$ cat src/rtl/imm_gen_pipe.sv
// imm_gen_pipe: pipelined RV32I/RV64I immediate decoder with an OUT register and a one-entry skid register.
// Define IMM_GEN_PERF_EN to add the perf_total / perf_none accept counters.
module imm_gen_pipe #(
  parameter int XLEN  = 32,
  parameter int TAG_W = 8
) (
  input  logic             clk,
  input  logic             rst_n,
  input  logic             flush,
  input  logic             in_valid,
  output logic             in_ready,
  input  logic [31:0]      inst_code,
  input  logic [TAG_W-1:0] in_tag,
  output logic             out_valid,
  input  logic             out_ready,
  output logic [XLEN-1:0]  imm_out,
  output logic [2:0]       fmt,
  output logic [TAG_W-1:0] out_tag
`ifdef IMM_GEN_PERF_EN
  ,
  output logic [31:0]      perf_total,
  output logic [31:0]      perf_none
`endif
);

  localparam logic [2:0] FMT_NONE  = 3'd0;
  localparam logic [2:0] FMT_I     = 3'd1;
  localparam logic [2:0] FMT_S     = 3'd2;
  localparam logic [2:0] FMT_B     = 3'd3;
  localparam logic [2:0] FMT_U     = 3'd4;
  localparam logic [2:0] FMT_J     = 3'd5;
  localparam logic [2:0] FMT_SHAMT = 3'd6;

  localparam logic [6:0] OP_LOAD   = 7'b0000011;
  localparam logic [6:0] OP_JALR   = 7'b1100111;
  localparam logic [6:0] OP_IMM    = 7'b0010011;
  localparam logic [6:0] OP_STORE  = 7'b0100011;
  localparam logic [6:0] OP_BRANCH = 7'b1100011;
  localparam logic [6:0] OP_LUI    = 7'b0110111;
  localparam logic [6:0] OP_AUIPC  = 7'b0010111;
  localparam logic [6:0] OP_JAL    = 7'b1101111;

  typedef enum logic [1:0] {ST_EMPTY = 2'd0, ST_ONE = 2'd1, ST_FULL = 2'd2} state_t;

  state_t                  state_q;
  logic                    out_valid_q;
  logic                    in_ready_q;
  logic [XLEN-1:0]         imm_q;
  logic [2:0]              fmt_q;
  logic [TAG_W-1:0]        tag_q;
  logic [XLEN-1:0]         skid_imm_q;
  logic [2:0]              skid_fmt_q;
  logic [TAG_W-1:0]        skid_tag_q;

  logic [2:0]              dec_fmt;
  logic signed [31:0]      dec_raw;
  logic [XLEN-1:0]         dec_imm;
  logic                    accept;
  logic                    load_skid;

  // Every immediate fits in 32 signed bits; widening to XLEN is one sign extension.
  always_comb begin
    dec_fmt = FMT_NONE;
    dec_raw = '0;
    case (inst_code[6:0])
      OP_LOAD, OP_JALR: begin
        dec_fmt = FMT_I;
        dec_raw = {{20{inst_code[31]}}, inst_code[31:20]};
      end
      OP_IMM: begin
        if (inst_code[14:12] == 3'b001 || inst_code[14:12] == 3'b101) begin
          dec_fmt = FMT_SHAMT;
          dec_raw = (XLEN == 64) ? {26'd0, inst_code[25:20]} : {27'd0, inst_code[24:20]};
        end else begin
          dec_fmt = FMT_I;
          dec_raw = {{20{inst_code[31]}}, inst_code[31:20]};
        end
      end
      OP_STORE: begin
        dec_fmt = FMT_S;
        dec_raw = {{20{inst_code[31]}}, inst_code[31:25], inst_code[11:7]};
      end
      OP_BRANCH: begin
        dec_fmt = FMT_B;
        dec_raw = {{19{inst_code[31]}}, inst_code[31], inst_code[7], inst_code[30:25],
                   inst_code[11:8], 1'b0};
      end
      OP_LUI, OP_AUIPC: begin
        dec_fmt = FMT_U;
        dec_raw = {inst_code[31:12], 12'd0};
      end
      OP_JAL: begin
        dec_fmt = FMT_J;
        dec_raw = {{11{inst_code[31]}}, inst_code[31], inst_code[19:12], inst_code[20],
                   inst_code[30:21], 1'b0};
      end
      default: begin
        dec_fmt = FMT_NONE;
        dec_raw = '0;
      end
    endcase
  end

  assign dec_imm   = XLEN'(dec_raw);
  assign accept    = in_valid & in_ready_q & ~flush;
  assign load_skid = (state_q == ST_ONE) & accept & ~out_ready;

  // Stage boundary: OUT register and handshake state.
  always_ff @(posedge clk or negedge rst_n) begin
    if (!rst_n) begin
      state_q     <= ST_EMPTY;
      out_valid_q <= 1'b0;
      in_ready_q  <= 1'b1;
      imm_q       <= '0;
      fmt_q       <= FMT_NONE;
      tag_q       <= '0;
    end else if (flush) begin
      state_q     <= ST_EMPTY;
      out_valid_q <= 1'b0;
      in_ready_q  <= 1'b1;
    end else begin
      case (state_q)
        ST_EMPTY: begin
          if (accept) begin
            imm_q       <= dec_imm;
            fmt_q       <= dec_fmt;
            tag_q       <= in_tag;
            out_valid_q <= 1'b1;
            state_q     <= ST_ONE;
          end
        end
        ST_ONE: begin
          if (accept && out_ready) begin
            imm_q <= dec_imm;
            fmt_q <= dec_fmt;
            tag_q <= in_tag;
          end else if (accept) begin
            in_ready_q <= 1'b0;
            state_q    <= ST_FULL;
          end else if (out_ready) begin
            out_valid_q <= 1'b0;
            state_q     <= ST_EMPTY;
          end
        end
        ST_FULL: begin
          if (out_ready) begin
            imm_q      <= skid_imm_q;
            fmt_q      <= skid_fmt_q;
            tag_q      <= skid_tag_q;
            in_ready_q <= 1'b1;
            state_q    <= ST_ONE;
          end
        end
        default: begin
          state_q     <= ST_EMPTY;
          out_valid_q <= 1'b0;
          in_ready_q  <= 1'b1;
        end
      endcase
    end
  end

  // Stage boundary: skid register, only meaningful while in ST_FULL.
  always_ff @(posedge clk) begin
    if (load_skid) begin
      skid_imm_q <= dec_imm;
      skid_fmt_q <= dec_fmt;
      skid_tag_q <= in_tag;
    end
  end

  assign in_ready  = in_ready_q;
  assign out_valid = out_valid_q;
  assign imm_out   = imm_q;
  assign fmt       = fmt_q;
  assign out_tag   = tag_q;

`ifdef IMM_GEN_PERF_EN
  logic [31:0] perf_total_q;
  logic [31:0] perf_none_q;

  always_ff @(posedge clk or negedge rst_n) begin
    if (!rst_n) begin
      perf_total_q <= '0;
      perf_none_q  <= '0;
    end else if (accept) begin
      perf_total_q <= perf_total_q + 32'd1;
      if (dec_fmt == FMT_NONE) perf_none_q <= perf_none_q + 32'd1;
    end
  end

  assign perf_total = perf_total_q;
  assign perf_none  = perf_none_q;
`endif

endmodule

$ cat config.mk
export PLATFORM = sky130hd
export DESIGN_NAME = imm_gen_pipe
export DESIGN_NICKNAME = d
export VERILOG_FILES = /design/src/rtl/imm_gen_pipe.sv
export SDC_FILE = /design/constraint.sdc
export NUM_CORES = 1
export LEC_CHECK = 0
export CORE_MARGIN = 1
export CORE_UTILIZATION = 50
export CTS_CLUSTER_DIAMETER = 40
export DETAILED_ROUTE_END_ITERATION = 8
export PLACE_DENSITY = 0.79
export SLEW_MARGIN = 20
export SYNTH_ARGS = -nofsm -noshare
export SYNTH_HDL_FRONTEND = slang
export SYNTH_SLANG_ARGS = --single-unit
$ cat constraint.sdc
create_clock -name clk -period 6.75 [get_ports clk]
set_input_delay 1.6875 -clock clk [delete_from_list [all_inputs] [get_ports clk]]
set_output_delay 1.6875 -clock clk [all_outputs]
set_load 0.05 [all_outputs]
# == After elaboration in Yosys (flattened, before gate mapping) ==
# Index checks and enable logic that the tools add are counted.
# word_totals
memories,0
input_bits,45
regBits,90
word_cells,83
latchBits,0
ram_bits,0
output_inout_bits,45
mem_bits_ro,0
# op_classes
n_addsub,0
mux,34
order_cmp,0
multipliers,0
shifts,0
reduce_logical,10
eq_ne,24
n_bitwise,6
div_mod_pow,0
# ops
op,count
$pmux W32 S6,1
$mux W32,4
$pmux W32 S3,1
$mux W8,3
$pmux W8 S3,1
$eq A7 B7 Y1 const B,3
$ne A3 B3 Y1 const B,6
$pmux W3 S6,1
$eq A7 B5 Y1 const B,2
$eq A7 B6 Y1 const B,2
$mux W2,6
$mux W3,4
$reduce_and A5 Y1,2
$mux W1,9
$pmux W3 S3,1
$ne A2 B2 Y1 const B,4
$reduce_and A4 Y1,2
$eq A7 B2 Y1 const B,1
$pmux W1 S3,2
$pmux W2 S3,1
$and A1 B1 Y1,4
$ne A4 B4 Y1 const B,1
$reduce_or A2 Y1,2
$eq A3 B1 Y1 const B,1
9 further kinds,10

# == Depth between registers and ports, before layout ==
# logic_depth
word_depth,6
ltp_mapped,8
mapped_depth_nobuf,5

# == Worst setup path before layout ==
# No wires, ideal clock.
# synth_timing
path_type,input-to-reg
start,input port flush
end,register state_q[1]
required_ns,6.661
setup_ns,0.089
path_slack_ns,0.222
path_buffers,0
cell_stages,2
t_arrival_ns,6.440
path_cell_list,nor4_1 or2_2
# synth_via
elab_chain_len,6
elab_cells_between_ends,12
cone_classes,eq/ne (4); mux (4); bitwise (2); reduce/logical (2)
# synth_lines
item,line,source
from (decl),9,"input logic flush,"
$not A1 Y1 (no source line),--,
$and A1 B1 Y1,105,assign accept = in_valid & in_ready_q & ~flush;
$mux W2,137,end else if (accept) begin
$mux W2,133,if (accept && out_ready) begin
$pmux W2 S3,122,case (state_q)
$mux W2,117,end else if (flush) begin
to (signal assigned),118,state_q <= ST_EMPTY;
to (signal assigned),139,state_q <= ST_FULL;
to (signal assigned),142,state_q <= ST_EMPTY;
to (decl),45,state_t state_q;
# Several ways; a longest one is shown, not always the timed one. The select of a mux whose other input is x is not followed.
# A chain may end at the register's enable or synchronous reset.

# == Worst setup path in the final report ==
# layout_timing
start,input port out_ready
end,register imm_q[29] (netlist: imm_out[29])
# layout_via
elab_chain_len,3
elab_cells_between_ends,4
cone_classes,eq/ne (2); reduce/logical (2)
# layout_lines
item,line,source
from (decl),15,"input logic out_ready,"
$logic_and A1 B1 Y1,133,
$ne A2 B1 Y1 (no source line),--,
$reduce_and A5 Y1 (no source line) (*),--,
to (signal assigned),125,imm_q <= dec_imm;
to (signal assigned),134,imm_q <= dec_imm;
to (signal assigned),147,imm_q <= skid_imm_q;
to (decl),48,logic [XLEN-1:0] imm_q;
# Every way passes the cells marked *; elsewhere a longest branch is shown, timed or not.

==> results.toml <==
[run_status]
status = "finished, final reports clean"

[floorplan]
start_util_pct = 51.5
io_pins = 90
fp.dieH_um = 91.0
die-area_um2 = 8280
die_w_um = 91.0
design.core.area_um2 = 7690
fp-row-count = 32

[sta]
worst_pin_slew_ns = 0.927
slew_violations = 0
slew_headroom_pct = 38.2
fmax_mhz = 247
tns_ns = 0
setup_viol = 0
hold_ws_ns = 0.489
hold_viol_final = 0
min_period_ns = 4.05
skew_ns = 0.0124
grt_setup_unrepaired = "no"
min_period_over_period_pct = 60.0

[routing]
dr.pass1.iters = 5
drt-total-wl_um = 9070
vias_per_cell = 5.67
drt_first_iter_violations = 263
ant_nets = 0
vias = 3165
wl_per_cell_um = 16.3
drc_errors = 0

[worst_hold_path]
min_path_type = "reg2reg"

[clocking]
cts_setup_buffers = 0
clk_latency_ns = 0.35
clk_pin_slew_ns = 0.08
hold_buffers = 0
clockRootBuffer = "clkbuf_8"
cts_buffers = 9
cts_resized = 0
cts_num_sinks = 90
htree_levels = 3
cts_tree = "built"
cts_buffer_depth = 2

[synthesis]
yosysTopAreaCellShare_pct = 32.6
synthTopCellsByCount = "80 x nand2_1, 46 x dfrtp_1, 43 x edfxtp_1"
syn_nets = 415
avgSynthCellArea_um2 = 10.7
yosysMostFrequentCell = "nand2_1"
netlist_area_um2 = 3960
ys.warnings.count = 0
synthFlopType = "dfrtp_1"
synth_edf_count = 43
synth_top_cell_by_area = "edfxtp_1"
synthArstFlopShare_pct = 52.2
synthTopCellsByArea = "edfxtp_1 33%, dfrtp_1 29%, nand2_1 7.6%, o21ai_0 3.4%, or3_1 3.0%"
synth_cell_type_count = 43
syn_inst = 370
ys_seq_elements = 90
ys_seq_area_share_pct = 62.3

[worst_setup_path]
r2r_slack_ns = 4.05
timing.rr.start = "state_q[1]"
cp-endpoint = "imm_out[29]"
worstPathMaxFanout = 59
arrival_ns = 4.24
cp-start-kind = "primary input"
worstSetupStartpoint = "out_ready"
cp.required_ns = 6.95
rr_endpoint = "imm_out[29]"
critPathCaptureType = "register"
crit_type = "in2reg"
r2r_cells = 6

[finish]
drive_above_1_share_pct = 7.24
fin_area_um2 = 5150
fin_cells = 558
final_nets = 496
area_delta_synth_final_pct = 30.0
diodes = 0

[power]
p_per_area_nw_per_um2 = 290
p_leak_nw = 2.08
worst_ir_drop_vdd_mv = 0.211

[grt]
grtUsageTotal_pct = 23.3
grt_pass1_vias = 3031
grt_max_degree = 60
grt_pass1_wl_um = 15200
antenna_found_initial = 0
grt_overflow = 0

[placement]
numPlacedInstances = 542
post-dp-hpwl_um = 5870
io_buffer_count = 89
place_area_um2 = 4910
place_congestion = 0.893

[run]
cap_violations = 0
==> sequential cells by signal (all words and copies together), names as in the netlist <==
name / cells
out_valid: 1
out_tag: 8
skid_tag_q: 8
skid_imm_q: 32
skid_fmt_q: 3
imm_out: 32
fmt: 3
in_ready: 1
state_q: 2
==> cells by family after synthesis <==
logic type,after synthesis,share of synthesized area (%)
and+or+nand+nor,157,19.1
DFF,90,62.3
AOI/OAI and AO/OA,93,15.0
muxes,1,0.253
buffers and inverters,29,3.32
==> how the worst min path moves through the flow <==
stage / from / to / slack (ns) / cells after the start
after floorplan: skid_imm_q[31] / imm_out[31] / 0.49 / 2
after global placement: fmt[0] / fmt[0] / 0.47 / 2
after detailed placement: fmt[0] / fmt[0] / 0.48 / 2
after CTS: fmt[0] / fmt[0] / 0.49 / 2
after global routing: imm_out[5] / imm_out[5] / 0.55 / 1
final: fmt[0] / fmt[0] / 0.49 / 2
==> placed cells by master, fill, tap and decap left out, types with 3 or more instances in the layout <==
master            n
a21oi_1          23
a221o_1           6
a22o_1            4
a31o_2            9
a31oi_1          10
and2_1            7
and3_1           10
buf_4             5
bufinv_16         3
clkbuf_8          9
clkdlybuf4s50_1  88
dfrtp_1          46
edfxtp_1         43
inv_1             6
nand2_1          80
nand2b_1          4
nand3_1           9
nor2_1           15
o21ai_0          27
or3_1            19
==> worst max-delay path, cell delays in order <==
cell and delay, ns:
clkdlybuf4s50_1 0.58, nand4b_1 0.21, a31oi_4 0.20, buf_4 0.49
nand2_1 0.16, a21oi_1 0.74, a21oi_1 0.16
==> power breakdown <==
part	leakage [nW]	switching (mW)	total, mW	internal [mW]
registers	0.933	0.0307	0.658	0.627
clock network	0.118	0.182	0.429	0.247
logic	1.03	0.267	0.405	0.138
==> through the flow <==
stage | utilization (%) | setup slack [ns] | power (mW)
final | 67.0 | 2.70 | 1.49
after detailed placement | 63.9 | 2.37 | 1.07
after CTS | 66.9 | 2.73 | 1.50
after global placement | 63.9 | 2.49 | 1.07
after floorplan | - | 0.222 | 0.915
after global routing | 67.0 | 2.43 | 1.55
==> layout make-up <==
| class | instances | area (um^2) |
|---|---|---|
| clock buffer | 11 | 131 |
| inverter | 6 | 22.5 |
| clock inverter | 5 | 104 |
| fill | 607 | 2540 |
| sequential | 90 | 2470 |
| timing repair buffer | 93 | 918 |
| tap | 102 | 128 |
| multi-input combinational | 251 | 1380 |
==> metal layers <==
| layer | up-vias | track usage, % | part of all wire (%) |
|---|---|---|---|
| met5 | - | 0 | 0 |
| met4 | 0 | 6.75 | 0.94 |
| met3 | 9 | 2.93 | 5.1 |
| met2 | 111 | 39.3 | 50 |
| met1 | 1558 | 31.8 | 44 |
| li1 | 1487 | - | - |
Power figures use the tool's default switching activity.
